## src/rtl/mc_main_ctrlr.sv

```systemverilog
// Multicycle main control FSM for the MIPS-variant datapath.
// Sequences fetch/decode/execute/memory/writeback and counts retirements.
module mc_main_ctrlr #(
  parameter int CNT_W = 16
) (
  input  logic             clk,
  input  logic             rst,
  input  logic [5:0]       opcode,
  input  logic [8:0]       func,
  input  logic             zero,
  input  logic             mem_ready,
  output logic             mem_read,
  output logic             mem_write,
  output logic             iord,
  output logic             ir_write,
  output logic             pc_write,
  output logic             pc_write_cond,
  output logic [1:0]       pc_src,
  output logic             alu_src_a,
  output logic [1:0]       alu_src_b,
  output logic [2:0]       aluop,
  output logic             reg_dst,
  output logic [1:0]       mem_to_reg,
  output logic             reg_write,
  output logic             spec_write,
  output logic             illegal_op,
  output logic [CNT_W-1:0] retired
);

  localparam logic [5:0] OP_RTYPE = 6'b000000;
  localparam logic [5:0] OP_ADDI  = 6'b001000;
  localparam logic [5:0] OP_ANDI  = 6'b001100;
  localparam logic [5:0] OP_ORI   = 6'b001101;
  localparam logic [5:0] OP_LW    = 6'b100011;
  localparam logic [5:0] OP_SW    = 6'b101011;
  localparam logic [5:0] OP_BEQ   = 6'b000100;
  localparam logic [5:0] OP_J     = 6'b000010;

  localparam logic [8:0] FN_MVTO = 9'h001;
  localparam logic [8:0] FN_MVFR = 9'h002;
  localparam logic [8:0] FN_NOP  = 9'h080;

  typedef enum logic [3:0] {
    S_INIT,
    S_FETCH,
    S_DECODE,
    S_MEM_ADR,
    S_MEM_RD,
    S_MEM_WB,
    S_MEM_WR,
    S_EXEC_R,
    S_R_WB,
    S_EXEC_I,
    S_I_WB,
    S_BRANCH,
    S_JUMP,
    S_MOVE
  } state_t;

  state_t     state;
  state_t     nstate;
  logic       lat_lw;
  logic       lat_mvto;
  logic [2:0] lat_iop;
  logic       retire;
  logic       set_ill;
  logic [2:0] dec_iop;

  // zero only steers the PC through pc_write_cond in the datapath
  logic unused_zero;
  assign unused_zero = zero;

  // immediate-op ALU code derived from the live opcode
  always_comb begin
    dec_iop = 3'd0;
    case (opcode)
      OP_ANDI: dec_iop = 3'd4;
      OP_ORI:  dec_iop = 3'd5;
      default: dec_iop = 3'd0;
    endcase
  end

  // state register
  always_ff @(posedge clk or posedge rst) begin
    if (rst) state <= S_INIT;
    else     state <= nstate;
  end

  // capture instruction variants in DECODE so later IR changes are ignored
  always_ff @(posedge clk or posedge rst) begin
    if (rst) begin
      lat_lw   <= 1'b0;
      lat_mvto <= 1'b0;
      lat_iop  <= 3'd0;
    end else if (state == S_DECODE) begin
      lat_lw   <= (opcode == OP_LW);
      lat_mvto <= (func == FN_MVTO);
      lat_iop  <= dec_iop;
    end
  end

  // retirement counter and sticky illegal-opcode flag
  always_ff @(posedge clk or posedge rst) begin
    if (rst) begin
      retired    <= '0;
      illegal_op <= 1'b0;
    end else begin
      if (retire)  retired    <= retired + 1'b1;
      if (set_ill) illegal_op <= 1'b1;
    end
  end

  // next state and control outputs
  always_comb begin
    nstate        = state;
    retire        = 1'b0;
    set_ill       = 1'b0;
    mem_read      = 1'b0;
    mem_write     = 1'b0;
    iord          = 1'b0;
    ir_write      = 1'b0;
    pc_write      = 1'b0;
    pc_write_cond = 1'b0;
    pc_src        = 2'd0;
    alu_src_a     = 1'b0;
    alu_src_b     = 2'd0;
    aluop         = 3'd3;
    reg_dst       = 1'b0;
    mem_to_reg    = 2'd0;
    reg_write     = 1'b0;
    spec_write    = 1'b0;
    unique case (state)
      S_INIT: begin
        aluop  = 3'd0;
        nstate = S_FETCH;
      end
      S_FETCH: begin
        mem_read  = 1'b1;
        alu_src_b = 2'd1;
        aluop     = 3'd0;
        ir_write  = mem_ready;
        pc_write  = mem_ready;
        if (mem_ready) nstate = S_DECODE;
      end
      S_DECODE: begin
        alu_src_b = 2'd3;
        aluop     = 3'd0;
        case (opcode)
          OP_LW, OP_SW: nstate = S_MEM_ADR;
          OP_RTYPE: begin
            if (func == FN_MVTO || func == FN_MVFR) begin
              nstate = S_MOVE;
            end else if (func == FN_NOP) begin
              nstate = S_FETCH;
              retire = 1'b1;
            end else begin
              nstate = S_EXEC_R;
            end
          end
          OP_ADDI, OP_ANDI, OP_ORI: nstate = S_EXEC_I;
          OP_BEQ: nstate = S_BRANCH;
          OP_J:   nstate = S_JUMP;
          default: begin
            nstate  = S_FETCH;
            set_ill = 1'b1;
          end
        endcase
      end
      S_MEM_ADR: begin
        alu_src_a = 1'b1;
        alu_src_b = 2'd2;
        aluop     = 3'd0;
        nstate    = lat_lw ? S_MEM_RD : S_MEM_WR;
      end
      S_MEM_RD: begin
        mem_read = 1'b1;
        iord     = 1'b1;
        if (mem_ready) nstate = S_MEM_WB;
      end
      S_MEM_WB: begin
        reg_write  = 1'b1;
        mem_to_reg = 2'd1;
        retire     = 1'b1;
        nstate     = S_FETCH;
      end
      S_MEM_WR: begin
        mem_write = 1'b1;
        iord      = 1'b1;
        if (mem_ready) begin
          retire = 1'b1;
          nstate = S_FETCH;
        end
      end
      S_EXEC_R: begin
        alu_src_a = 1'b1;
        aluop     = 3'd2;
        nstate    = S_R_WB;
      end
      S_R_WB: begin
        reg_write = 1'b1;
        reg_dst   = 1'b1;
        aluop     = 3'd2;
        retire    = 1'b1;
        nstate    = S_FETCH;
      end
      S_EXEC_I: begin
        alu_src_a = 1'b1;
        alu_src_b = 2'd2;
        aluop     = lat_iop;
        nstate    = S_I_WB;
      end
      S_I_WB: begin
        reg_write = 1'b1;
        retire    = 1'b1;
        nstate    = S_FETCH;
      end
      S_BRANCH: begin
        alu_src_a     = 1'b1;
        aluop         = 3'd1;
        pc_write_cond = 1'b1;
        pc_src        = 2'd1;
        retire        = 1'b1;
        nstate        = S_FETCH;
      end
      S_JUMP: begin
        pc_write = 1'b1;
        pc_src   = 2'd2;
        retire   = 1'b1;
        nstate   = S_FETCH;
      end
      S_MOVE: begin
        if (lat_mvto) begin
          spec_write = 1'b1;
          alu_src_a  = 1'b1;
        end else begin
          reg_write  = 1'b1;
          reg_dst    = 1'b1;
          mem_to_reg = 2'd2;
        end
        retire = 1'b1;
        nstate = S_FETCH;
      end
      default: nstate = S_INIT;
    endcase
  end

endmodule

```

## config.mk

```make
export PLATFORM = sky130hd
export DESIGN_NAME = mc_main_ctrlr
export DESIGN_NICKNAME = d
export VERILOG_FILES = /design/src/rtl/mc_main_ctrlr.sv
export SDC_FILE = /design/constraint.sdc
export NUM_CORES = 1
export LEC_CHECK = 0
export BUFFER_PORTS_ARGS = -buffer_cell sky130_fd_sc_hd__clkbuf_2
export CAP_MARGIN = 10
export CORE_AREA = 2 2 71 73
export CTS_BUF_LIST = sky130_fd_sc_hd__clkbuf_8
export DETAILED_ROUTE_END_ITERATION = 12
export DIE_AREA = 0 0 73 75
export GPL_ROUTABILITY_DRIVEN = 0
export HOLD_SLACK_MARGIN = 0.08
export SLEW_MARGIN = 15
export SYNTH_ARGS = -nofsm -noshare
export SYNTH_HDL_FRONTEND = slang
export SYNTH_SLANG_ARGS = --single-unit
```

## constraint.sdc

```tcl
create_clock -name clk -period 3.6 [get_ports clk]
set_input_delay 0 -clock clk [delete_from_list [all_inputs] [get_ports clk]]
set_output_delay 0 -clock clk [all_outputs]
set_load 0.1 [all_outputs]
```

== Yosys cells after proc, flatten, opt, wreduce, memory -nomap -nowiden ==
Cells that the tools add are included.

* Equal/unequal tests: 26
* $add $sub $neg: 1
* Multiplexer cells: 33
* Reduce and logical (&&, ||, !) cells: 16

{| class="wikitable"
|+ Operator list
! cell !! count
|-
| 4-bit case mux with 8 select lines || 1
|-
| 4-bit == test (second input constant) || 6
|-
| 4-bit case mux with 5 select lines || 1
|-
| 6-bit by 4-bit == test with 1-bit output (second input constant) || 3
|-
| 16-bit by 1-bit adder with 16-bit output (second input constant) || 1
|-
| 4-bit by 3-bit == test with 1-bit output (second input constant) || 4
|-
| 4-bit two-way mux || 4
|-
| 1-bit two-way mux || 14
|-
| 6-bit == test (second input constant) || 2
|-
| 3-bit case mux with 4 select lines || 1
|-
| 2-bit OR reduction || 5
|-
| 9-bit by 1-bit == test with 1-bit output (second input constant) || 1
|-
| 9-bit by 2-bit == test with 1-bit output (second input constant) || 1
|-
| 9-bit by 8-bit == test with 1-bit output (second input constant) || 1
|-
| 4-bit by 2-bit == test with 1-bit output (second input constant) || 2
|-
| 1-bit case mux with 2 select lines || 4
|-
| 2-bit case mux with 2 select lines || 2
|-
| 4-bit OR reduction || 2
|-
| 8-bit OR reduction || 1
|-
| 7-bit OR reduction || 1
|-
| 6-bit by 2-bit == test with 1-bit output (second input constant) || 1
|-
| 6-bit by 3-bit == test with 1-bit output (second input constant) || 1
|-
| 6-bit logical NOT || 1
|-
| 2-bit inequality test (second input constant) || 3
|-
| 11 further kinds || 13
|}

* Register bits after elaboration: 26
* Output and inout port bits: 36
* Word-level logic and storage cells: 82

== Longest topological paths before layout ==
Gate-level depths: netlist of the first run.

* Word-level depth: 5
* Gate-level depth with buffers: 7
* Depth with buffers taken out: 5

== Worst setup path after synthesis of the first run ==
OpenSTA, ideal clock, no wires.

* Path type: register -> output
* From: register state[0]
* To: output mem_read
* Cell stages (with the launch flop): 4
* Slack: 0.532 ns
* Data required time: 3.600 ns
* Arrival time: 3.068 ns
* Path through: dfrtp_1 -> clkbuf_1 -> nand2b_1 -> a21boi_0

* Cells in the longest elaborated chain, start to end: 3
* Elaborated cells between the ends (all ways): 4
* Those cells by class: eq/ne: 2; mux: 1; reduce/logical: 1

{| class="wikitable"
|+ Ends and longest elaborated chain
! element !! RTL line !! source
|-
| start, declared || 60 || <nowiki>state_t state;</nowiki>
|-
| start signal, assigned || 86 || <nowiki>else state <= nstate;</nowiki>
|-
| 4-bit by 3-bit == test with 1-bit output or 4-bit by 1-bit == test with 1-bit output (tied branches) || 132 || <nowiki>unique case (state)</nowiki>
|-
| 2-bit OR reduction (no source line) * || -- ||
|-
| 1-bit two-way mux * || 132 ||
|-
| end, declared || 12 || <nowiki>output logic mem_read,</nowiki>
|}

Mark *: on every way between the ends. The rest lies on a longest branch, timed or not.

== Worst setup path in the final report of the first run ==
* From: register state[1]
* To: register retired[1]

* Cells in the longest elaborated chain, start to end: 3
* Elaborated cells between the ends (all ways): 10
* Those cells by class: eq/ne: 8; mux: 1; reduce/logical: 1

{| class="wikitable"
|+ Ends and longest elaborated chain
! element !! RTL line !! source
|-
| 4-bit == test or 4-bit by 3-bit == test with 1-bit output (tied branches) || 132 ||
|-
| 6-bit OR reduction (no source line) || -- ||
|-
| 1-bit case mux with 3 select lines * || 132 ||
|-
| end signal, assigned || 108 || <nowiki>if (retire) retired <= retired + 1'b1;</nowiki>
|-
| end, declared || 27 || <nowiki>output logic [CNT_W-1:0] retired</nowiki>
|}

Marks and branches as above.
A chain may end at the register's enable or synchronous reset.

==> flow_summary.json, run 1 <==
{
  "outcome": "completed",
  "netlist_area_um2": 1718,
  "post-route-period-util_pct": 64.66,
  "die_h_um": 75,
  "synth_cell_types": 52,
  "worstPathArrival_ns": 2.49,
  "cts_tree": "built",
  "rr_startpoint": "state[1]",
  "fin_setup_tns_ns": 0,
  "drt_iter0_drc": 100,
  "pin_count": 55,
  "synth_commonest_cells": "dfrtp_1 (25), nor2_1 (19), xnor2_1 (16)",
  "seq_area_frac_synth_pct": 36.42,
  "fin_cells": 290,
  "numClockSinks": 25,
  "synth_top_area_share_pct": 36.42,
  "synth_cells": 185,
  "grt_max_degree": 26,
  "synth_area_leaders": "dfrtp_1 (36%), xnor2_1 (8.2%), nand3_2 (4.7%), nor2_1 (4.2%), nand2_1 (2.8%)",
  "via_per_inst": 5.148,
  "place_inst": 281,
  "hp-class": "input port to flop",
  "drv_cap": 0,
  "cts-root-buf": "clkbuf_8",
  "fmax_mhz": 429.6,
  "post-route-drc-count": 0,
  "ys_ff_latch": 25,
  "r2r-end": "retired[1]",
  "avgRoutedWirePerCell_um": 13.09,
  "drtAntennaViolNets": 0,
  "cts_buffers": 3,
  "timing.hold.ws_ns": 0.07914,
  "num_antenna_cells": 0,
  "numPortBuffers": 53,
  "hold_start": "opcode[0]",
  "yosysWarnings": 0,
  "firstDrtPassIters": 4,
  "syn_nets": 205,
  "die_area_um2": 5475,
  "critPathKind": "flop to flop",
  "grt_pass1_wl_mm": 6.265,
  "grt.total_usage_pct": 14.45,
  "totalWireLength_mm": 3.796,
  "tightest_slew_ns": 0.9531,
  "die_w_um": 73,
  "reg2reg_depth": 4,
  "synthFlopType": "dfrtp_1",
  "cts_buffer_depth": 2,
  "num_rows": 25,
  "antenna_found_initial": 0,
  "vias": 1493,
  "powerDensity_nw_per_um2": 887.1,
  "core_um2": 4661,
  "h-tree-depth": 1,
  "leakage_uw": 0.0009213,
  "clk_pin_slew_ns": 0.09,
  "synth_edf_count": 0,
  "drive_gt1_share_pct": 30.93,
  "rsz0062_at_grt": "false",
  "clkLatencyLatePin_ns": 0.27,
  "synth.avg_cell_area_um2": 9.286,
  "ir_drop_v": 0.0004997,
  "synth.largest_area_cell": "dfrtp_1",
  "rrSetupSlack_ns": 1.27,
  "gr-total-overflow": 0,
  "synthArstFlopShare_pct": 100.0,
  "layout.nets": 257,
  "area_growth_syn_to_layout_pct": 19.66,
  "grt_pass1_vias": 1331,
  "slew_headroom_pct": 36.39,
  "maxSlewViolCount": 0,
  "crit_end": "retired[1]",
  "cp-end-kind": "flop",
  "required_ns": 3.77,
  "start_util_pct": 36.86,
  "start_kind": "flop",
  "startpoint": "state[1]",
  "fin_crit_ns": 2.328,
  "finClkSkew_ns": 0.003231,
  "synth.most_common_cell": "dfrtp_1",
  "finalHoldViolations": 0,
  "setup_viol": 0,
  "worstPathMaxFanout": 16,
  "cts_resized": 0,
  "place_hpwl_mm": 2.769,
  "min_path_cells": 3,
  "finalInstanceArea_um2": 2056,
  "placed_area_um2": 1961
}
cell families after synthesis:
| group | after synthesis | share of synthesized area (%) |
|---|---|---|
| AND/OR/NAND/NOR | 88 | 31.68 |
| AO/OA/AOI/OAI | 36 | 14.64 |
| flip-flops | 25 | 36.42 |
| XOR/XNOR | 18 | 9.177 |
| buffers and inverters | 15 | 6.117 |
| multiplexers | 2 | 1.238 |
| adder cells (fa/ha/maj) | 1 | 0.7282 |
power breakdown:
part / internal, µW / leakage (µW) / switching, µW
logic: 243 / 0.000565 / 946
clock network: 76.6 / 0.0000269 / 90.8
registers: 342 / 0.000329 / 125
stage by stage:
step / utilization (%) / setup WS, ns / power, µW
finish: 44.11 / 1.272 / 1824
global route: 44.11 / 1.088 / 1925
detailed placement: 42.07 / 1.299 / 1648
global placement: 42.07 / 1.288 / 1648
floorplan: - / 0.5323 / 1496
CTS: 44.11 / 1.296 / 1834
per-layer routing:
metal | up-vias | share of wire (%) | global-route usage (%) | wire [µm]
li1 | 770 | - | - | -
met1 | 690 | 50 | 21.28 | 1883
met4 | 0 | 1.6 | 4.938 | 62
met5 | - | 0 | 0 | 0
met3 | 5 | 3.1 | 2.142 | 119
met2 | 28 | 46 | 21.62 | 1730
worst max-delay path, stage by stage (launching register included):
cell and delay (ns):
dfrtp_1 0.63, nor2b_4 0.33, nand2_4 0.10, o31ai_4 0.75, mux2_2 0.41
final cells by class:
cell class	count	area, µm²
Clock buffer	3	41.29
Inverter	4	15.01
Tap cell	54	67.56
Timing Repair Buffer	58	315.3
Clock inverter	1	3.754
Multi-Input combinational cell	145	987.2
Sequential cell	25	625.6
Fill cell	482	2605
registers in the layout (all words and copies together), names as in the netlist:
| register | count |
|---|---|
| lat_lw | 1 |
| lat_iop | 2 |
| retired | 16 |
| illegal_op | 1 |
| state | 4 |
| lat_mvto | 1 |
how the worst min path moves through the flow:
stage                        endpoint
after floorplan            illegal_op
after global placement    retired[14]
after detailed placement  retired[15]
after CTS                  lat_iop[0]
after global routing       lat_iop[0]
final                      lat_iop[0]
cells in the final DEF (no fill, tap or decap), drive strengths merged, types with 2 or more instances in the layout:
cell | netlist | routed
clkbuf | 5 | 56
nand2 | 14 | 14
nor4 | 2 | 2
dfrtp | 25 | 25
nand3 | 13 | 13
dlygate4sd3 | 0 | 5
xnor2 | 16 | 16
o22ai | 3 | 3
and3 | 4 | 4
nor2b | 3 | 3
inv | 4 | 5
nand4 | 7 | 7
a21oi | 9 | 9
and3b | 2 | 2
nor3 | 9 | 9
a221oi | 2 | 2
nand2b | 6 | 6
o21ai | 9 | 9
and2 | 2 | 2
o31ai | 3 | 3
xor2 | 2 | 2
nor2 | 19 | 19
nand3b | 2 | 2
what timing repair did:
action                    in CTS  in global routing
setup buffers                  0                  0
hold buffers                   5                  0
hold endpoints to repair      28                  0
No activity file was read; power rests on OpenSTA's default activity.
==> inputs of run 2 (changes only) <==
==> constraint.sdc (replaced) <==
create_clock -name clk -period 2.25 [get_ports clk]
set_input_delay 0 -clock clk [delete_from_list [all_inputs] [get_ports clk]]
set_output_delay 0 -clock clk [all_outputs]
set_load 0.1 [all_outputs]
==> run 2 against run 1 <==
Net effect:
- total power up 64%
- sequential share of layout area fell by 0.93 points
- critical path depth up 1
- highest routed layer is now met3
- combinational power rose by 72%
- sequential power is 44% higher
- maximum frequency increased by 11%
- hold slack improved by 0.0040 ns
- clock skew grew 0.0050 ns
- clock power increased by 57%
- global-route usage fell by 1.2 points
- clock-buffer cell count stayed put
- utilization rose by 1.4 points
==> flow_summary.json, run 2 (synthesis results as in run 1) <==
{
  "outcome": "completed",
  "post-place-ws_ns": 0.3758,
  "h-tree-depth": 1,
  "top_register": "retired",
  "gr-total-overflow": 0,
  "cts_tree": "built",
  "ctsHoldBuffers": 5,
  "fin_crit_ns": 2.106,
  "avgRoutedWirePerCell_um": 12.29,
  "fin_cells": 296,
  "clkLatencyLatePin_ns": 0.27,
  "required_ns": 2.45,
  "grt_pass1_wl_mm": 5.913,
  "grt_pass1_vias": 1313,
  "die_h_um": 75,
  "crit_end": "lat_mvto",
  "start_kind": "flop",
  "worstPathArrival_ns": 2.31,
  "place_inst": 287,
  "numClockSinks": 25,
  "post_cts_buffers": 0,
  "finalHoldViolations": 0,
  "via_per_inst": 5.071,
  "layout_common_cells": "clkbuf_2 (53), dfrtp_1 (25), nor2_1 (18), xnor2_1 (16), nand2_1 (13)",
  "r2r-end": "lat_mvto",
  "layout.nets": 263,
  "setup_viol": 0,
  "cp-end-kind": "flop",
  "final_common_cell": "clkbuf_2",
  "cts-root-buf": "clkbuf_8",
  "totalWireLength_mm": 3.637,
  "firstDrtPassIters": 4,
  "numPortBuffers": 53,
  "powerDensity_nw_per_um2": 1409,
  "place_hpwl_mm": 2.821,
  "num_rows": 25,
  "worstPathMaxFanout": 13,
  "leakage_uw": 0.0009545,
  "start_util_pct": 36.86,
  "ir_drop_v": 0.0009074,
  "clk_pin_slew_ns": 0.08,
  "fmax_mhz": 474.9,
  "critPathKind": "flop to flop",
  "reg2reg_depth": 5,
  "core_um2": 4661,
  "post-route-period-util_pct": 93.60,
  "maxSlewViolCount": 0,
  "finalPower_uw": 2988,
  "grt.total_usage_pct": 13.21,
  "placed_area_um2": 2024,
  "num_antenna_cells": 0,
  "tightest_slew_ns": 0.9384,
  "reg_top3": "retired: 16 flops, state: 4 flops, lat_iop: 2 flops",
  "finalInstanceArea_um2": 2121,
  "vias": 1501,
  "hp-class": "input port to flop",
  "cts_buffers": 3,
  "startpoint": "state[2]",
  "rsz0062_at_grt": "false",
  "cts_buffer_depth": 2,
  "area_growth_syn_to_layout_pct": 23.45,
  "grt_max_degree": 26,
  "drv_cap": 0,
  "slew_headroom_pct": 37.37,
  "antenna_found_initial": 0,
  "die_area_um2": 5475,
  "drt_iter0_drc": 67,
  "drtAntennaViolNets": 0,
  "drive_gt1_share_pct": 34.71,
  "finClkSkew_ns": 0.008206,
  "pin_count": 55,
  "largest_reg_flops": 16,
  "timing.hold.ws_ns": 0.08310,
  "rr_startpoint": "state[2]",
  "rrSetupSlack_ns": 0.14,
  "finalWorstSetupSlack_ns": 0.1441,
  "post-route-drc-count": 0,
  "cts_resized": 0,
  "die_w_um": 73
}
-- run 2: final cells by class --
class | count | area, µm²
fillers | 466 | 2540
multi-input cells | 145 | 1006
flip-flops and latches | 25 | 625.6
repair buffers | 64 | 360.3
well taps | 54 | 67.56
clock buffers | 3 | 41.29
inverters | 4 | 15.01
clock inverters | 1 | 5.005
-- run 2: report_power, final --
part,switching [µW],internal (µW)
Combinational,1610,444
Sequential,123,550
Clock,139,124
Total,1870,1120
-- run 2: how the worst min path moves through the flow --
| stage | startpoint | cells past startpoint | end | slack [ns] |
|---|---|---|---|---|
| after floorplan | rst | 1 | illegal_op | 0.03 |
| after global placement | rst | 2 | retired[0] | 0.25 |
| after detailed placement | rst | 2 | illegal_op | 0.24 |
| after CTS | opcode[0] | 3 | lat_iop[0] | 0.09 |
| after global routing | opcode[0] | 3 | lat_iop[0] | 0.11 |
| final | opcode[0] | 3 | lat_iop[0] | 0.08 |
-- run 2: stage by stage --
step,utilization [%],setup TNS [ns]
3_5_place_dp,43.44,0
5_1_grt,45.50,0
3_3_place_gp,43.44,0
6_report,45.50,0
2_1_floorplan,-,-2.152
4_1_cts,45.50,0
-- run 2: critical path, stage by stage (launching register included) --
cell and delay (ns):
dfrtp_1 0.53, buf_4 0.23, nor3_2 0.38, nand3b_1 0.12
o32ai_1 0.21, dlygate4sd3_1 0.57
-- run 2: metal layers --
| layer | vias up | wire [µm] | global-route usage [%] |
|---|---|---|---|
| met5 | - | 0 | 0 |
| met4 | 0 | 0 | 2.469 |
| met3 | 0 | 99 | 1.339 |
| met2 | 26 | 1710 | 20.82 |
| met1 | 696 | 1827 | 19.82 |
| li1 | 779 | - | - |
